### src/rtl/lsu_access_ctrl.sv
// Memory-stage load/store access controller.
// Checks alignment, raises address-error exceptions, runs a single outstanding
// request/addr_ok/data_ok access on an SRAM-like bus, builds byte strobes and
// replicated store data, and extends load data from the addressed lane.
module lsu_access_ctrl #(
    parameter int ADDR_W       = 32,
    parameter int DATA_W       = 32,
    parameter bit STRICT_ALIGN = 1'b1
) (
    input  logic                clk,
    input  logic                resetn,
    input  logic                in_valid,
    input  logic [3:0]          in_op,
    input  logic [ADDR_W-1:0]   in_addr,
    input  logic [DATA_W-1:0]   in_wdata,
    input  logic                flush,
    output logic                stall,
    output logic                out_valid,
    output logic [DATA_W-1:0]   out_rdata,
    output logic                laddr_err,
    output logic                saddr_err,
    output logic [ADDR_W-1:0]   bad_vaddr,
    output logic                data_req,
    output logic                data_wr,
    output logic [1:0]          data_size,
    output logic [ADDR_W-1:0]   data_addr,
    output logic [DATA_W/8-1:0] data_wstrb,
    output logic [DATA_W-1:0]   data_wdata,
    input  logic                data_addr_ok,
    input  logic                data_data_ok,
    input  logic [DATA_W-1:0]   data_rdata
);
    localparam int NB     = DATA_W / 8;
    localparam int LANE_W = $clog2(NB);

    typedef enum logic [1:0] {IDLE, REQ, WAIT, DRAIN} state_t;

    state_t              state, stateNext;
    logic [3:0]          opReg;
    logic [ADDR_W-1:0]   addrReg;
    logic [DATA_W-1:0]   wdataReg;

    // Doubleword and LWU encodings only exist on a 64-bit bus.
    function automatic logic isLoadOp(input logic [3:0] op);
        case (op)
            4'b0001, 4'b0010, 4'b0011, 4'b0100, 4'b0101: isLoadOp = 1'b1;
            4'b0110, 4'b0111:                            isLoadOp = (DATA_W == 64);
            default:                                     isLoadOp = 1'b0;
        endcase
    endfunction

    function automatic logic isStoreOp(input logic [3:0] op);
        case (op)
            4'b1001, 4'b1010, 4'b1011: isStoreOp = 1'b1;
            4'b1100:                   isStoreOp = (DATA_W == 64);
            default:                   isStoreOp = 1'b0;
        endcase
    endfunction

    function automatic logic [1:0] opSize(input logic [3:0] op);
        case (op)
            4'b0011, 4'b0100, 4'b1010: opSize = 2'd1;
            4'b0101, 4'b0110, 4'b1011: opSize = 2'd2;
            4'b0111, 4'b1100:          opSize = 2'd3;
            default:                   opSize = 2'd0;
        endcase
    endfunction

    // Low address bits that must be zero for an access of this size.
    function automatic logic [ADDR_W-1:0] alignMask(input logic [1:0] size);
        alignMask = ADDR_W'((1 << size) - 1);
    endfunction

    function automatic logic [NB-1:0] laneStrobe(input logic [1:0] size,
                                                 input logic [LANE_W-1:0] lane);
        logic [NB-1:0] base;
        case (size)
            2'd0:    base = NB'(1);
            2'd1:    base = NB'(3);
            2'd2:    base = NB'(15);
            default: base = '1;
        endcase
        laneStrobe = base << lane;
    endfunction

    function automatic logic [DATA_W-1:0] replicate(input logic [1:0] size,
                                                    input logic [DATA_W-1:0] d);
        case (size)
            2'd0:    replicate = {NB{d[7:0]}};
            2'd1:    replicate = {(NB/2){d[15:0]}};
            2'd2:    replicate = {(NB/4){d[31:0]}};
            default: replicate = d;
        endcase
    endfunction

    // Input is already shifted so the addressed lane sits at bit 0.
    function automatic logic [DATA_W-1:0] extendLoad(input logic [3:0] op,
                                                     input logic [DATA_W-1:0] d);
        logic signed [7:0]  b;
        logic signed [15:0] h;
        logic signed [31:0] w;
        b = d[7:0];
        h = d[15:0];
        w = d[31:0];
        case (op)
            4'b0001: extendLoad = DATA_W'(b);
            4'b0010: extendLoad = DATA_W'(d[7:0]);
            4'b0011: extendLoad = DATA_W'(h);
            4'b0100: extendLoad = DATA_W'(d[15:0]);
            4'b0101: extendLoad = DATA_W'(w);
            4'b0110: extendLoad = DATA_W'(d[31:0]);
            4'b0111: extendLoad = d;
            default: extendLoad = '0;
        endcase
    endfunction

    logic             inLoad, inStore, inActive, inErr, doAccept, busActive, regStore;
    logic [1:0]       inSize, regSize;
    logic [LANE_W-1:0] regLane;

    assign inLoad    = isLoadOp(in_op);
    assign inStore   = isStoreOp(in_op);
    assign inSize    = opSize(in_op);
    assign inActive  = in_valid && (inLoad || inStore) && !flush;
    assign inErr     = inActive && STRICT_ALIGN && ((in_addr & alignMask(inSize)) != '0);

    assign busActive = (state == REQ);
    assign regStore  = isStoreOp(opReg);
    assign regSize   = opSize(opReg);
    assign regLane   = addrReg[LANE_W-1:0];

    assign data_wr    = busActive && regStore;
    assign data_size  = busActive ? regSize : 2'd0;
    assign data_addr  = busActive ? addrReg : '0;
    assign data_wstrb = data_wr ? laneStrobe(regSize, regLane) : '0;
    assign data_wdata = data_wr ? replicate(regSize, wdataReg) : '0;
    assign out_rdata  = (out_valid && isLoadOp(opReg))
                      ? extendLoad(opReg, data_rdata >> {regLane, 3'b000}) : '0;

    // Next-state, handshake, stall and exception decode.
    always_comb begin
        stateNext = state;
        stall     = 1'b0;
        out_valid = 1'b0;
        laddr_err = 1'b0;
        saddr_err = 1'b0;
        data_req  = 1'b0;
        doAccept  = 1'b0;
        case (state)
            IDLE: begin
                if (inErr) begin
                    laddr_err = inLoad;
                    saddr_err = inStore;
                end else if (inActive) begin
                    stall     = 1'b1;
                    doAccept  = 1'b1;
                    stateNext = REQ;
                end
            end
            REQ: begin
                stall    = 1'b1;
                data_req = 1'b1;
                if (data_addr_ok) stateNext = flush ? DRAIN : WAIT;
                else if (flush)   stateNext = IDLE;
            end
            WAIT: begin
                if (data_data_ok) begin
                    out_valid = 1'b1;
                    stateNext = IDLE;
                end else begin
                    stall = 1'b1;
                    if (flush) stateNext = DRAIN;
                end
            end
            DRAIN: begin
                stall = 1'b1;
                if (data_data_ok) stateNext = IDLE;
            end
            default: stateNext = IDLE;
        endcase
    end

    // State register and faulting-address capture.
    always_ff @(posedge clk or negedge resetn) begin
        if (!resetn) begin
            state     <= IDLE;
            bad_vaddr <= '0;
        end else begin
            state <= stateNext;
            if (state == IDLE && inErr) bad_vaddr <= in_addr;
        end
    end

    // Access capture on accept; address forced to the access size boundary.
    always_ff @(posedge clk) begin
        if (doAccept) begin
            opReg    <= in_op;
            addrReg  <= in_addr & ~alignMask(inSize);
            wdataReg <= in_wdata;
        end
    end
endmodule

### config.mk
export PLATFORM = sky130hd
export DESIGN_NAME = lsu_access_ctrl
export DESIGN_NICKNAME = d
export VERILOG_FILES = /design/src/rtl/lsu_access_ctrl.sv
export SDC_FILE = /design/constraint.sdc
export NUM_CORES = 1
export LEC_CHECK = 0
export ABC_CLOCK_PERIOD_IN_PS = 6000
export BUFFER_PORTS_ARGS = -buffer_cell sky130_fd_sc_hd__buf_4
export CAP_MARGIN = 30
export CORE_MARGIN = 2
export CORE_UTILIZATION = 49
export CTS_BUF_LIST = sky130_fd_sc_hd__clkbuf_8 sky130_fd_sc_hd__clkbuf_16
export DETAILED_ROUTE_END_ITERATION = 12
export GPL_TIMING_DRIVEN = 0
export HOLD_SLACK_MARGIN = 0.15
export PLACE_DENSITY = 0.81
export REMOVE_ABC_BUFFERS = 1
export SLEW_MARGIN = 20
export SYNTH_ARGS = -nofsm -noshare
export SYNTH_HDL_FRONTEND = slang
export SYNTH_SLANG_ARGS = --single-unit
### constraint.sdc
create_clock -name clk -period 6 [get_ports clk]
set_clock_uncertainty 0.15 [all_clocks]
set_input_delay 1.2 -clock clk [delete_from_list [all_inputs] [get_ports clk]]
set_output_delay 1.2 -clock clk [all_outputs]
set_load 0.05 [all_outputs]
==> run_summary.xml, run 1 <==
<?xml version="1.0" encoding="UTF-8"?>
<metrics>
  <group name="status">
    <metric name="status" unit="">completed</metric>
  </group>
  <group name="routing">
    <metric name="finalWirelength" unit="µm">16700</metric>
    <metric name="antenna_violating_nets_post_route" unit="">0</metric>
    <metric name="via_count" unit="">5115</metric>
    <metric name="drt-initial-drc-count" unit="">423</metric>
    <metric name="drc_violations_left" unit="">0</metric>
    <metric name="routedWlPerCell" unit="µm">17.8</metric>
    <metric name="detail_route.first_pass.iterations" unit="">5</metric>
    <metric name="via_per_inst" unit="">5.45</metric>
  </group>
  <group name="min_path">
    <metric name="min-delay-path-class" unit="">register to register</metric>
    <metric name="holdPathEnd" unit="">bad_vaddr[10]$_DFFE_PN0P_</metric>
    <metric name="min_from" unit="">bad_vaddr[10]$_DFFE_PN0P_</metric>
    <metric name="hold_path_depth" unit="">1</metric>
  </group>
  <group name="synthesis">
    <metric name="yosysTopAreaCellShare" unit="">0.341</metric>
    <metric name="synth_instances" unit="">558</metric>
    <metric name="post_synth_instance_area" unit="µm²">5980</metric>
    <metric name="post_synth.cell_area_avg" unit="µm²">10.7</metric>
    <metric name="synth-async-reset-ratio" unit="">0.327</metric>
    <metric name="synth_top_flop_cell" unit="">sky130_fd_sc_hd__edfxtp_1</metric>
    <metric name="synth_area_leaders" unit="">sky130_fd_sc_hd__edfxtp_1 (34%), sky130_fd_sc_hd__dfrtp_1 (14%), sky130_fd_sc_hd__mux2_4 (7.3%)</metric>
    <metric name="synth-edff-count" unit="">68</metric>
    <metric name="synth.distinct_cells" unit="">51</metric>
    <metric name="biggest_area_consumer_among_synthesized_cells" unit="">sky130_fd_sc_hd__edfxtp_1</metric>
    <metric name="synth-seq-area-share" unit="">0.490</metric>
    <metric name="yosysWarnings" unit="">0</metric>
    <metric name="postSynthRegisterBits" unit="">104</metric>
  </group>
  <group name="critical_path">
    <metric name="crit_chain" unit="">buf_4 &gt; inv_1 &gt; ha_1 &gt; inv_1 &gt; mux4_2 &gt; nand2b_1 &gt; ha_1 &gt; inv_1 &gt; a222oi_1 &gt; and3_2 &gt; and3_4 &gt; buf_12 &gt; or3_1 &gt; buf_4</metric>
    <metric name="setup.reg_to_reg.worst_slack" unit="ns">2.68</metric>
    <metric name="path_max_fanout" unit="">38</metric>
    <metric name="rr_worst_depth" unit="">9</metric>
    <metric name="crit_family" unit="">simple AND/OR/NAND/NOR gates</metric>
    <metric name="cp-end-kind" unit="">output port</metric>
    <metric name="timing_worst_setup_path_type" unit="">input port to output port</metric>
    <metric name="crit-reg2reg-capture" unit="">regSize[0]$_DFF_P_</metric>
    <metric name="setup.worst_path.start_class" unit="">input port</metric>
    <metric name="timing.critical_path.slowest_cell_delay" unit="ns">0.53</metric>
    <metric name="worstPathRequired" unit="ns">4.65</metric>
    <metric name="timing.rr.start" unit="">state[1]$_DFFE_PN0P_</metric>
    <metric name="critical_path.n_buffers_inverters" unit="">6</metric>
    <metric name="critical_path_arrival" unit="ns">4.42</metric>
    <metric name="critical-path-top-cell-by-count" unit="">sky130_fd_sc_hd__inv_1</metric>
    <metric name="crit_path_top_delay_cell" unit="">sky130_fd_sc_hd__mux4_2</metric>
  </group>
  <group name="global_route">
    <metric name="via_count_of_the_first_global_routing_pass" unit="">4998</metric>
    <metric name="grt_pass1_wl" unit="µm">25800</metric>
    <metric name="globalRoute.totalOverflow" unit="">0</metric>
    <metric name="globalRouteTotalUtil" unit="">0.252</metric>
    <metric name="grt_max_degree" unit="">39</metric>
    <metric name="antenna_violations_before_repair" unit="">0</metric>
  </group>
  <group name="job">
    <metric name="cap_violations" unit="">0</metric>
  </group>
  <group name="placement">
    <metric name="port-buffer-count" unit="">245</metric>
    <metric name="gp_routability_congestion" unit="">0.860</metric>
    <metric name="place.detailed.hpwl" unit="µm">12200</metric>
    <metric name="placement.setup.worst_slack" unit="ns">-0.238</metric>
  </group>
  <group name="die">
    <metric name="floorplan.initialDensity" unit="">0.500</metric>
    <metric name="die_ar" unit="µm²">13100</metric>
    <metric name="die_x" unit="µm">115</metric>
    <metric name="pin_count" unit="">246</metric>
    <metric name="core" unit="µm²">12000</metric>
    <metric name="std_cell_rows" unit="">40</metric>
    <metric name="die_h" unit="µm">115</metric>
  </group>
  <group name="sta">
    <metric name="setup_violations" unit="">0</metric>
    <metric name="final.setup.tns" unit="ns">0</metric>
    <metric name="layout_setup_ws" unit="ns">0.229</metric>
    <metric name="period_needed" unit="ns">5.77</metric>
    <metric name="finalCritPeriodShare" unit="">0.962</metric>
    <metric name="final_hold_viol_count" unit="">0</metric>
    <metric name="final-max-slew-violation-count" unit="">0</metric>
    <metric name="worst_slew_pin_slew" unit="ns">0.929</metric>
    <metric name="rsz0062_at_grt" unit="">no</metric>
    <metric name="tightest_slew_margin_relative_to_the_limit" unit="">0.380</metric>
    <metric name="fmaxAchievable" unit="MHz">173</metric>
  </group>
  <group name="cells_and_area">
    <metric name="final_common_cell" unit="">sky130_fd_sc_hd__buf_4</metric>
    <metric name="design.final.nets" unit="">905</metric>
    <metric name="syn_to_final_growth" unit="%">37.8</metric>
    <metric name="n_antenna_cell" unit="">0</metric>
    <metric name="most_frequent_cells_in_the_layout" unit="">sky130_fd_sc_hd__buf_4 (246), sky130_fd_sc_hd__edfxtp_1 (68), sky130_fd_sc_hd__and2_1 (67), sky130_fd_sc_hd__nand2_1 (50), sky130_fd_sc_hd__a21oi_1 (46)</metric>
    <metric name="final_layout_size_suffix_gt1_frac" unit="">0.408</metric>
  </group>
  <group name="clocking">
    <metric name="clock_tree.root_cell" unit="">sky130_fd_sc_hd__clkbuf_16</metric>
    <metric name="max-clock-path-buffers" unit="">2</metric>
    <metric name="numCtsBuffers" unit="">9</metric>
    <metric name="cts_max_level" unit="">3</metric>
    <metric name="worstSkewPairLatency" unit="ns">0.34</metric>
    <metric name="clkTransAtPathRegs" unit="ns">0.06</metric>
    <metric name="clock_tree_from_tritoncts" unit="">built</metric>
    <metric name="cts.hold.buffers_added" unit="">0</metric>
    <metric name="cts_sinks" unit="">104</metric>
  </group>
  <group name="power">
    <metric name="ir_drop" unit="mV">0.422</metric>
    <metric name="power_density" unit="nW/µm²">357</metric>
    <metric name="static-leakage-power" unit="nW">3.70</metric>
  </group>
</metrics>
==> state kept, by name, summed over array words and instances (netlist names) <==
register / flops
wdataReg: 32
opReg: 4
state: 2
addrReg: 32
bad_vaddr: 32
regSize: 2
==> cell families (layout without fill, tap and decap cells) <==
group | Yosys count | count (layout) | synth area share
adders and majority gates | 12 | 12 | 0.0251
xor gates and xnor gates | 2 | 2 | 0.00293
muxes | 70 | 70 | 0.148
DFF | 104 | 104 | 0.490
and+or+nand+nor | 212 | 213 | 0.187
buffers and inverters | 56 | 289 | 0.0460
AOI/OAI and AO/OA | 102 | 102 | 0.101
==> power breakdown <==
part           internal [mW]  total (mW)  switching (mW)
registers              0.894       0.982          0.0885
clock network          0.333       0.585           0.253
logic                  0.490        1.38           0.888
==> worst reg2reg max path: stages, from the launching register on <==
cell	delay [ns]
sky130_fd_sc_hd__dfrtp_1	0.44
sky130_fd_sc_hd__nor3b_1	0.35
sky130_fd_sc_hd__o21ai_0	0.22
sky130_fd_sc_hd__a21oi_1	0.36
sky130_fd_sc_hd__and3_4	0.27
sky130_fd_sc_hd__buf_4	0.29
sky130_fd_sc_hd__mux2i_1	0.36
sky130_fd_sc_hd__ha_1	0.30
sky130_fd_sc_hd__o32a_1	0.35
sky130_fd_sc_hd__a32oi_1	0.15
==> cell type report <==
type,count,area (µm²)
inverters,21,78.8
clock inverters,6,58.8
multi-input cells,399,2810
flip-flops and latches,104,2930
clock buffers,10,239
fillers,893,3720
repair buffers,252,1940
well taps,147,184
==> per-layer routing <==
layer,global-route usage,vias up,share of wire
li1,-,2424,-
met1,0.312,2446,0.41
met2,0.419,223,0.48
met3,0.0884,22,0.092
met4,0.0691,0,0.015
met5,0,-,0
==> cell usage after synthesis (21+ instances only) <==
master	n
sky130_fd_sc_hd__a21oi_1	46
sky130_fd_sc_hd__clkbuf_1	23
sky130_fd_sc_hd__dfrtp_1	34
sky130_fd_sc_hd__inv_1	21
sky130_fd_sc_hd__nand2_1	50
sky130_fd_sc_hd__o21ai_0	25
sky130_fd_sc_hd__nor2b_1	21
sky130_fd_sc_hd__mux2_4	29
sky130_fd_sc_hd__edfxtp_1	68
sky130_fd_sc_hd__and2_1	67
sky130_fd_sc_hd__nor2_1	36
sky130_fd_sc_hd__mux2i_1	27
==> metrics by stage <==
stage	power [mW]	area [µm²]	util	std cells	hold slack (ns)
after floorplan	1.92	5790	-	523	0.414
after global placement	2.34	7810	0.653	915	0.344
after detailed placement	2.37	7930	0.663	921	0.344
after CTS	2.97	8240	0.689	939	0.368
after global routing	3.06	8240	0.689	939	0.376
final	2.95	8240	0.689	939	0.365
==> worst max path at each step <==
stage                  start         to  slack [ns]  cells past startpoint
floorplan           in_op[0]      stall       -0.89                     11
global placement    in_op[0]      stall       -1.90                     13
detailed placement  in_op[0]      stall       -0.24                     14
CTS                 in_op[0]  saddr_err        0.08                     14
global route        in_op[0]      stall        0.05                     14
finish              in_op[0]      stall        0.23                     14
==> repair_timing <==
action                     in CTS  in global routing
pin swaps                       1                  0
resized for setup               0                  2
buffers inserted                1                  0
gates cloned                    1                  0
setup endpoints to repair       1                  2
Power figures use the tool's default switching activity.
==> inputs of run 2 (changes only) <==
--- a/config.mk
+++ b/config.mk
@@ -6,15 +6,14 @@
 export NUM_CORES = 1
 export LEC_CHECK = 0
 export ABC_CLOCK_PERIOD_IN_PS = 6000
-export BUFFER_PORTS_ARGS = -buffer_cell sky130_fd_sc_hd__buf_4
 export CAP_MARGIN = 30
 export CORE_MARGIN = 2
-export CORE_UTILIZATION = 49
+export CORE_UTILIZATION = 50
 export CTS_BUF_LIST = sky130_fd_sc_hd__clkbuf_8 sky130_fd_sc_hd__clkbuf_16
 export DETAILED_ROUTE_END_ITERATION = 12
+export DONT_BUFFER_PORTS = 1
 export GPL_TIMING_DRIVEN = 0
 export HOLD_SLACK_MARGIN = 0.15
-export PLACE_DENSITY = 0.81
 export REMOVE_ABC_BUFFERS = 1
 export SLEW_MARGIN = 20
 export SYNTH_ARGS = -nofsm -noshare
==> run_summary.xml, run 2 (synthesis results as in run 1) <==
<?xml version="1.0" encoding="UTF-8"?>
<metrics>
  <group name="global_route">
    <metric name="globalRoute.totalOverflow" unit="">0</metric>
    <metric name="use_met1" unit="">0.252</metric>
    <metric name="gr-max-usage-layer" unit="">met2</metric>
    <metric name="gr-usage-met2" unit="">0.370</metric>
    <metric name="via_count_of_the_first_global_routing_pass" unit="">4013</metric>
    <metric name="antenna_violations_before_repair" unit="">0</metric>
    <metric name="grt_pass1_wl" unit="µm">21600</metric>
    <metric name="globalRouteTotalUtil" unit="">0.217</metric>
    <metric name="grt_max_degree" unit="">53</metric>
    <metric name="grt_util_met3" unit="">0.0930</metric>
  </group>
  <group name="die">
    <metric name="die_h" unit="µm">113</metric>
    <metric name="die_ar" unit="µm²">12900</metric>
    <metric name="core" unit="µm²">11600</metric>
    <metric name="pin_count" unit="">246</metric>
    <metric name="floorplan.initialDensity" unit="">0.517</metric>
    <metric name="die_x" unit="µm">113</metric>
    <metric name="std_cell_rows" unit="">39</metric>
  </group>
  <group name="critical_path">
    <metric name="setup.worst_path.start_class" unit="">input port</metric>
    <metric name="timing_worst_setup_path_type" unit="">input port to output port</metric>
    <metric name="timing.rr.start" unit="">state[1]$_DFFE_PN0P_</metric>
    <metric name="crit_chain" unit="">inv_1 &gt; ha_1 &gt; inv_1 &gt; mux4_2 &gt; nand2b_1 &gt; ha_1 &gt; inv_1 &gt; a222oi_1 &gt; and3_1 &gt; and3_4 &gt; or3_1</metric>
    <metric name="path_max_fanout" unit="">23</metric>
    <metric name="startpoint" unit="">in_op[0]</metric>
    <metric name="cp-end-kind" unit="">output port</metric>
    <metric name="timing.critical_path.slowest_cell_delay" unit="ns">0.54</metric>
    <metric name="worstPathRequired" unit="ns">4.65</metric>
    <metric name="critical-path-top-cell-by-count" unit="">sky130_fd_sc_hd__inv_1</metric>
    <metric name="critical_path_arrival" unit="ns">4.30</metric>
    <metric name="crit_path_top_delay_cell" unit="">sky130_fd_sc_hd__mux4_2</metric>
  </group>
  <group name="routing">
    <metric name="via_count" unit="">4189</metric>
    <metric name="antenna_violating_nets_post_route" unit="">0</metric>
    <metric name="drc_violations_left" unit="">0</metric>
    <metric name="via_per_inst" unit="">5.90</metric>
    <metric name="drt-initial-drc-count" unit="">371</metric>
    <metric name="finalWirelength" unit="µm">14400</metric>
    <metric name="detail_route.first_pass.iterations" unit="">5</metric>
    <metric name="routedWlPerCell" unit="µm">20.3</metric>
  </group>
  <group name="sta">
    <metric name="final-max-slew-violation-count" unit="">0</metric>
    <metric name="rsz0062_at_grt" unit="">no</metric>
    <metric name="finalHoldWorstSlack" unit="ns">0.388</metric>
    <metric name="period_needed" unit="ns">5.65</metric>
    <metric name="final.setup.tns" unit="ns">0</metric>
    <metric name="fmaxAchievable" unit="MHz">177</metric>
    <metric name="setup_violations" unit="">0</metric>
    <metric name="finalCritPeriodShare" unit="">0.942</metric>
    <metric name="tightest_slew_margin_relative_to_the_limit" unit="">0.292</metric>
    <metric name="worst_slew_pin_slew" unit="ns">1.06</metric>
    <metric name="final_hold_viol_count" unit="">0</metric>
  </group>
  <group name="clocking">
    <metric name="numCtsBuffers" unit="">9</metric>
    <metric name="max-clock-path-buffers" unit="">2</metric>
    <metric name="cts_sinks" unit="">104</metric>
    <metric name="cts.hold.buffers_added" unit="">0</metric>
    <metric name="worstSkewPairLatency" unit="ns">0.35</metric>
    <metric name="clkTransAtPathRegs" unit="ns">0.07</metric>
    <metric name="clock_tree.root_cell" unit="">sky130_fd_sc_hd__clkbuf_16</metric>
    <metric name="cts_max_level" unit="">3</metric>
    <metric name="clock_tree_from_tritoncts" unit="">built</metric>
  </group>
  <group name="min_path">
    <metric name="min-delay-path-class" unit="">input port to async pin</metric>
  </group>
  <group name="placement">
    <metric name="gp_routability_congestion" unit="">0.846</metric>
    <metric name="place.detailed.hpwl" unit="µm">10600</metric>
    <metric name="detailed_place.area" unit="µm²">6330</metric>
    <metric name="port-buffer-count" unit="">0</metric>
  </group>
  <group name="cells_and_area">
    <metric name="finalInstanceArea" unit="µm²">6640</metric>
    <metric name="design.final.nets" unit="">680</metric>
    <metric name="top_regs" unit="">addrReg (32), bad_vaddr (32), wdataReg (32)</metric>
    <metric name="syn_to_final_growth" unit="%">11.0</metric>
    <metric name="final_common_cell" unit="">sky130_fd_sc_hd__edfxtp_1</metric>
    <metric name="n_antenna_cell" unit="">0</metric>
    <metric name="most_frequent_cells_in_the_layout" unit="">sky130_fd_sc_hd__edfxtp_1 (68), sky130_fd_sc_hd__and2_1 (67), sky130_fd_sc_hd__nand2_1 (50), sky130_fd_sc_hd__a21oi_1 (45), sky130_fd_sc_hd__nor2_1 (36)</metric>
    <metric name="final_layout_size_suffix_gt1_frac" unit="">0.192</metric>
  </group>
  <group name="power">
    <metric name="static-leakage-power" unit="nW">2.59</metric>
    <metric name="power_density" unit="nW/µm²">394</metric>
    <metric name="ir_drop" unit="mV">0.261</metric>
  </group>
  <group name="status">
    <metric name="status" unit="">completed</metric>
  </group>
  <group name="job">
    <metric name="cap_violations" unit="">0</metric>
  </group>
</metrics>
run 2: final timing paths:
path	end	slack, ns	depth (start not counted)
worst max-delay path	stall	0.35	11
worst min register to register	state[0]$_DFFE_PN0P_	0.54	3
worst min-delay path	bad_vaddr[26]$_DFFE_PN0P_	0.39	0
min in group clk	state[0]$_DFFE_PN0P_	0.54	3
worst max register to register	regSize[0]$_DFF_P_	2.85	8
max in group asynchronous	bad_vaddr[5]$_DFFE_PN0P_	5.23	0
run 2: worst max-delay path, delay by kind of cell:
kind | cells | cell delay [ns]
buffers and inverters | 3 | 0.14
AOI/OAI and AO/OA | 1 | 0.41
and+or+nand+nor | 4 | 1.40
muxes | 1 | 0.54
adders and majority gates | 2 | 0.60
run 2: layout make-up:
class | count | area, µm²
fill | 1001 | 4920
tap | 143 | 179
sequential | 104 | 2930
clock buffer | 9 | 225
multi-input combinational | 398 | 2860
clock inverter | 7 | 70.1
timing repair buffer | 28 | 295
inverter | 21 | 78.8
run 2: metal layers:
metal  wire (µm)  vias to the layer above
met2        7220                      201
met4         175                        0
met1        5470                     2004
met5           0                        -
li1            -                     1972
met3        1580                       12
run 2: power breakdown:
group | total [mW] | leakage (nW) | switching [mW] | internal (mW)
clock | 0.589 | 0.156 | 0.264 | 0.325
sequential | 1.37 | 1.04 | 0.488 | 0.886
combinational | 0.654 | 1.39 | 0.409 | 0.245
run 2: timing repair:
| action | 4_1_cts | 5_1_grt |
|---|---|---|
| hold endpoints to repair | 0 | 0 |
| endpoints found under the setup margin | 0 | 1 |
| gates resized for setup | 0 | 1 |
| setup buffers | 0 | 1 |
run 2: per-stage QoR:
stage                     total power, mW   util  setup slack (ns)  cells
final                                2.62  0.574             0.348    710
after CTS                            2.64  0.573            0.0944    708
after floorplan                      1.92      -            -0.891    523
after detailed placement             2.04  0.547            0.0969    692
after global placement               2.01  0.516             -1.82    666
after global routing                 2.72  0.574             0.151    710
==> inputs of run 3 (changes only) <==
--- a/config.mk
+++ b/config.mk
@@ -8,12 +8,13 @@
 export ABC_CLOCK_PERIOD_IN_PS = 6000
 export CAP_MARGIN = 30
 export CORE_MARGIN = 2
-export CORE_UTILIZATION = 50
+export CORE_UTILIZATION = 55
 export CTS_BUF_LIST = sky130_fd_sc_hd__clkbuf_8 sky130_fd_sc_hd__clkbuf_16
 export DETAILED_ROUTE_END_ITERATION = 12
 export DONT_BUFFER_PORTS = 1
 export GPL_TIMING_DRIVEN = 0
 export HOLD_SLACK_MARGIN = 0.15
+export PLACE_DENSITY = 0.7
 export REMOVE_ABC_BUFFERS = 1
 export SLEW_MARGIN = 20
 export SYNTH_ARGS = -nofsm -noshare
==> run_summary.xml, run 3 (synthesis results as in run 1) <==
<?xml version="1.0" encoding="UTF-8"?>
<metrics>
  <group name="critical_path">
    <metric name="critical_path_arrival" unit="ns">4.34</metric>
    <metric name="worstPathRequired" unit="ns">4.65</metric>
    <metric name="cp-end-kind" unit="">output port</metric>
    <metric name="startpoint" unit="">in_op[0]</metric>
    <metric name="timing.rr.start" unit="">state[1]$_DFFE_PN0P_</metric>
    <metric name="timing_worst_setup_path_type" unit="">input port to output port</metric>
    <metric name="path_max_fanout" unit="">22</metric>
    <metric name="setup.worst_path.start_class" unit="">input port</metric>
  </group>
  <group name="routing">
    <metric name="finalWirelength" unit="µm">14400</metric>
    <metric name="via_count" unit="">4235</metric>
    <metric name="drt-initial-drc-count" unit="">290</metric>
    <metric name="antenna_violating_nets_post_route" unit="">0</metric>
    <metric name="drc_violations_left" unit="">0</metric>
    <metric name="via_per_inst" unit="">6.04</metric>
    <metric name="routedWlPerCell" unit="µm">20.6</metric>
    <metric name="detail_route.first_pass.iterations" unit="">4</metric>
  </group>
  <group name="sta">
    <metric name="fmaxAchievable" unit="MHz">176</metric>
    <metric name="tightest_slew_margin_relative_to_the_limit" unit="">0.274</metric>
    <metric name="final-max-slew-violation-count" unit="">0</metric>
    <metric name="setup_violations" unit="">0</metric>
    <metric name="finalCritPeriodShare" unit="">0.948</metric>
    <metric name="rsz0062_at_grt" unit="">no</metric>
    <metric name="period_needed" unit="ns">5.69</metric>
    <metric name="worst_slew_pin_slew" unit="ns">1.09</metric>
    <metric name="final_hold_viol_count" unit="">0</metric>
    <metric name="finalHoldWorstSlack" unit="ns">0.359</metric>
  </group>
  <group name="cells_and_area">
    <metric name="final_common_cell" unit="">sky130_fd_sc_hd__edfxtp_1</metric>
    <metric name="syn_to_final_growth" unit="%">8.36</metric>
    <metric name="top_regs" unit="">addrReg (32), bad_vaddr (32), wdataReg (32)</metric>
    <metric name="design.final.nets" unit="">674</metric>
    <metric name="seqCellArea" unit="µm²">2930</metric>
    <metric name="nFillCells" unit="">897</metric>
    <metric name="final_layout_size_suffix_gt1_frac" unit="">0.185</metric>
    <metric name="n_antenna_cell" unit="">0</metric>
    <metric name="multi_input_comb_area" unit="µm²">2860</metric>
    <metric name="most_frequent_cells_in_the_layout" unit="">sky130_fd_sc_hd__edfxtp_1 (68), sky130_fd_sc_hd__and2_1 (67), sky130_fd_sc_hd__nand2_1 (50), sky130_fd_sc_hd__a21oi_1 (45), sky130_fd_sc_hd__nor2_1 (36)</metric>
  </group>
  <group name="die">
    <metric name="pin_count" unit="">246</metric>
    <metric name="die_h" unit="µm">108</metric>
    <metric name="std_cell_rows" unit="">38</metric>
    <metric name="die_x" unit="µm">108</metric>
    <metric name="floorplan.initialDensity" unit="">0.557</metric>
    <metric name="core" unit="µm²">10700</metric>
    <metric name="die_ar" unit="µm²">11700</metric>
  </group>
  <group name="clocking">
    <metric name="worstSkewPairLatency" unit="ns">0.36</metric>
    <metric name="clock_tree_from_tritoncts" unit="">built</metric>
    <metric name="max-clock-path-buffers" unit="">2</metric>
    <metric name="clock_tree.root_cell" unit="">sky130_fd_sc_hd__clkbuf_8</metric>
    <metric name="post-cts-setup-buffers" unit="">0</metric>
    <metric name="cts_max_level" unit="">3</metric>
    <metric name="numCtsBuffers" unit="">9</metric>
    <metric name="cts_sinks" unit="">104</metric>
    <metric name="clkTransAtPathRegs" unit="ns">0.11</metric>
  </group>
  <group name="power">
    <metric name="static-leakage-power" unit="nW">2.51</metric>
    <metric name="ir_drop" unit="mV">0.272</metric>
    <metric name="power_density" unit="nW/µm²">383</metric>
    <metric name="power.total" unit="mW">2.49</metric>
  </group>
  <group name="job">
    <metric name="cap_violations" unit="">0</metric>
  </group>
  <group name="min_path">
    <metric name="min-delay-path-class" unit="">input port to async pin</metric>
  </group>
  <group name="status">
    <metric name="status" unit="">completed</metric>
  </group>
  <group name="global_route">
    <metric name="antenna_violations_before_repair" unit="">0</metric>
    <metric name="globalRouteTotalUtil" unit="">0.233</metric>
    <metric name="globalRoute.totalOverflow" unit="">0</metric>
    <metric name="grt_pass1_wl" unit="µm">21000</metric>
    <metric name="grt_max_degree" unit="">47</metric>
    <metric name="via_count_of_the_first_global_routing_pass" unit="">4017</metric>
  </group>
  <group name="placement">
    <metric name="place.detailed.hpwl" unit="µm">10800</metric>
    <metric name="gp_routability_congestion" unit="">0.779</metric>
    <metric name="port-buffer-count" unit="">0</metric>
  </group>
</metrics>
==> run 3: timing repair <==
item,in CTS,in global routing
gates resized for setup,0,1
setup endpoints to repair,0,1
endpoints found under the hold margin,0,0
hold buffers,0,0
==> run 3: path summary, 6_finish.rpt <==
path,end,slack [ns],depth (start not counted)
min in group clk,regSize[1]$_DFF_P_,0.58,2
hold reg to reg,regSize[1]$_DFF_P_,0.58,2
setup reg to reg,regSize[0]$_DFF_P_,2.88,8
setup / recovery,saddr_err,0.31,13
max in group asynchronous,bad_vaddr[15]$_DFFE_PN0P_,5.24,0
hold / removal,bad_vaddr[28]$_DFFE_PN0P_,0.36,0
==> run 3: critical path, cell delays in order <==
cell and delay (ns):
sky130_fd_sc_hd__inv_1 0.06, sky130_fd_sc_hd__ha_1 0.30, sky130_fd_sc_hd__inv_1 0.04, sky130_fd_sc_hd__mux4_2 0.54
sky130_fd_sc_hd__nand2b_1 0.20, sky130_fd_sc_hd__ha_1 0.31, sky130_fd_sc_hd__inv_1 0.04, sky130_fd_sc_hd__a222oi_1 0.39
sky130_fd_sc_hd__nand3_1 0.21, sky130_fd_sc_hd__nor3_2 0.24, sky130_fd_sc_hd__or2_4 0.32, sky130_fd_sc_hd__buf_12 0.23
sky130_fd_sc_hd__nor2_1 0.24
==> run 3: per-stage QoR <==
stage	setup slack, ns	util	TNS [ns]	cell area [µm²]	cells
floorplan	-0.891	-	-2.01	5790	523
global placement	-1.70	0.555	-58.22	5960	663
detailed placement	0.135	0.584	0	6270	684
finish	0.312	0.604	0	6480	701
global route	0.0532	0.604	0	6480	701
CTS	0.144	0.603	0	6470	700
==> run 3: area by class of cell <==
cell class                      instances  area share
Inverter                               21      0.0122
Clock inverter                          7      0.0118
Multi-Input combinational cell        398       0.440
Timing Repair Buffer                   22      0.0370
Clock buffer                            9      0.0191
Tap cell                              140      0.0270
Sequential cell                       104       0.452
==> run 3: routing by layer <==
metal / vias to the layer above / wire length, µm / share of wire / track usage
met3: 20 / 1420 / 0.098 / 0.0862
met1: 2061 / 5700 / 0.40 / 0.273
li1: 1959 / - / - / -
met5: - / 0 / 0 / 0
met4: 0 / 256 / 0.018 / 0.0751
met2: 195 / 7050 / 0.49 / 0.397
==> run 3: report_power, final <==
part	total (mW)	leakage, nW	switching (mW)	internal [mW]
clock	0.447	0.107	0.249	0.198
combinational	0.660	1.35	0.412	0.248
sequential	1.38	1.04	0.494	0.885
total	2.49	2.51	1.15	1.33
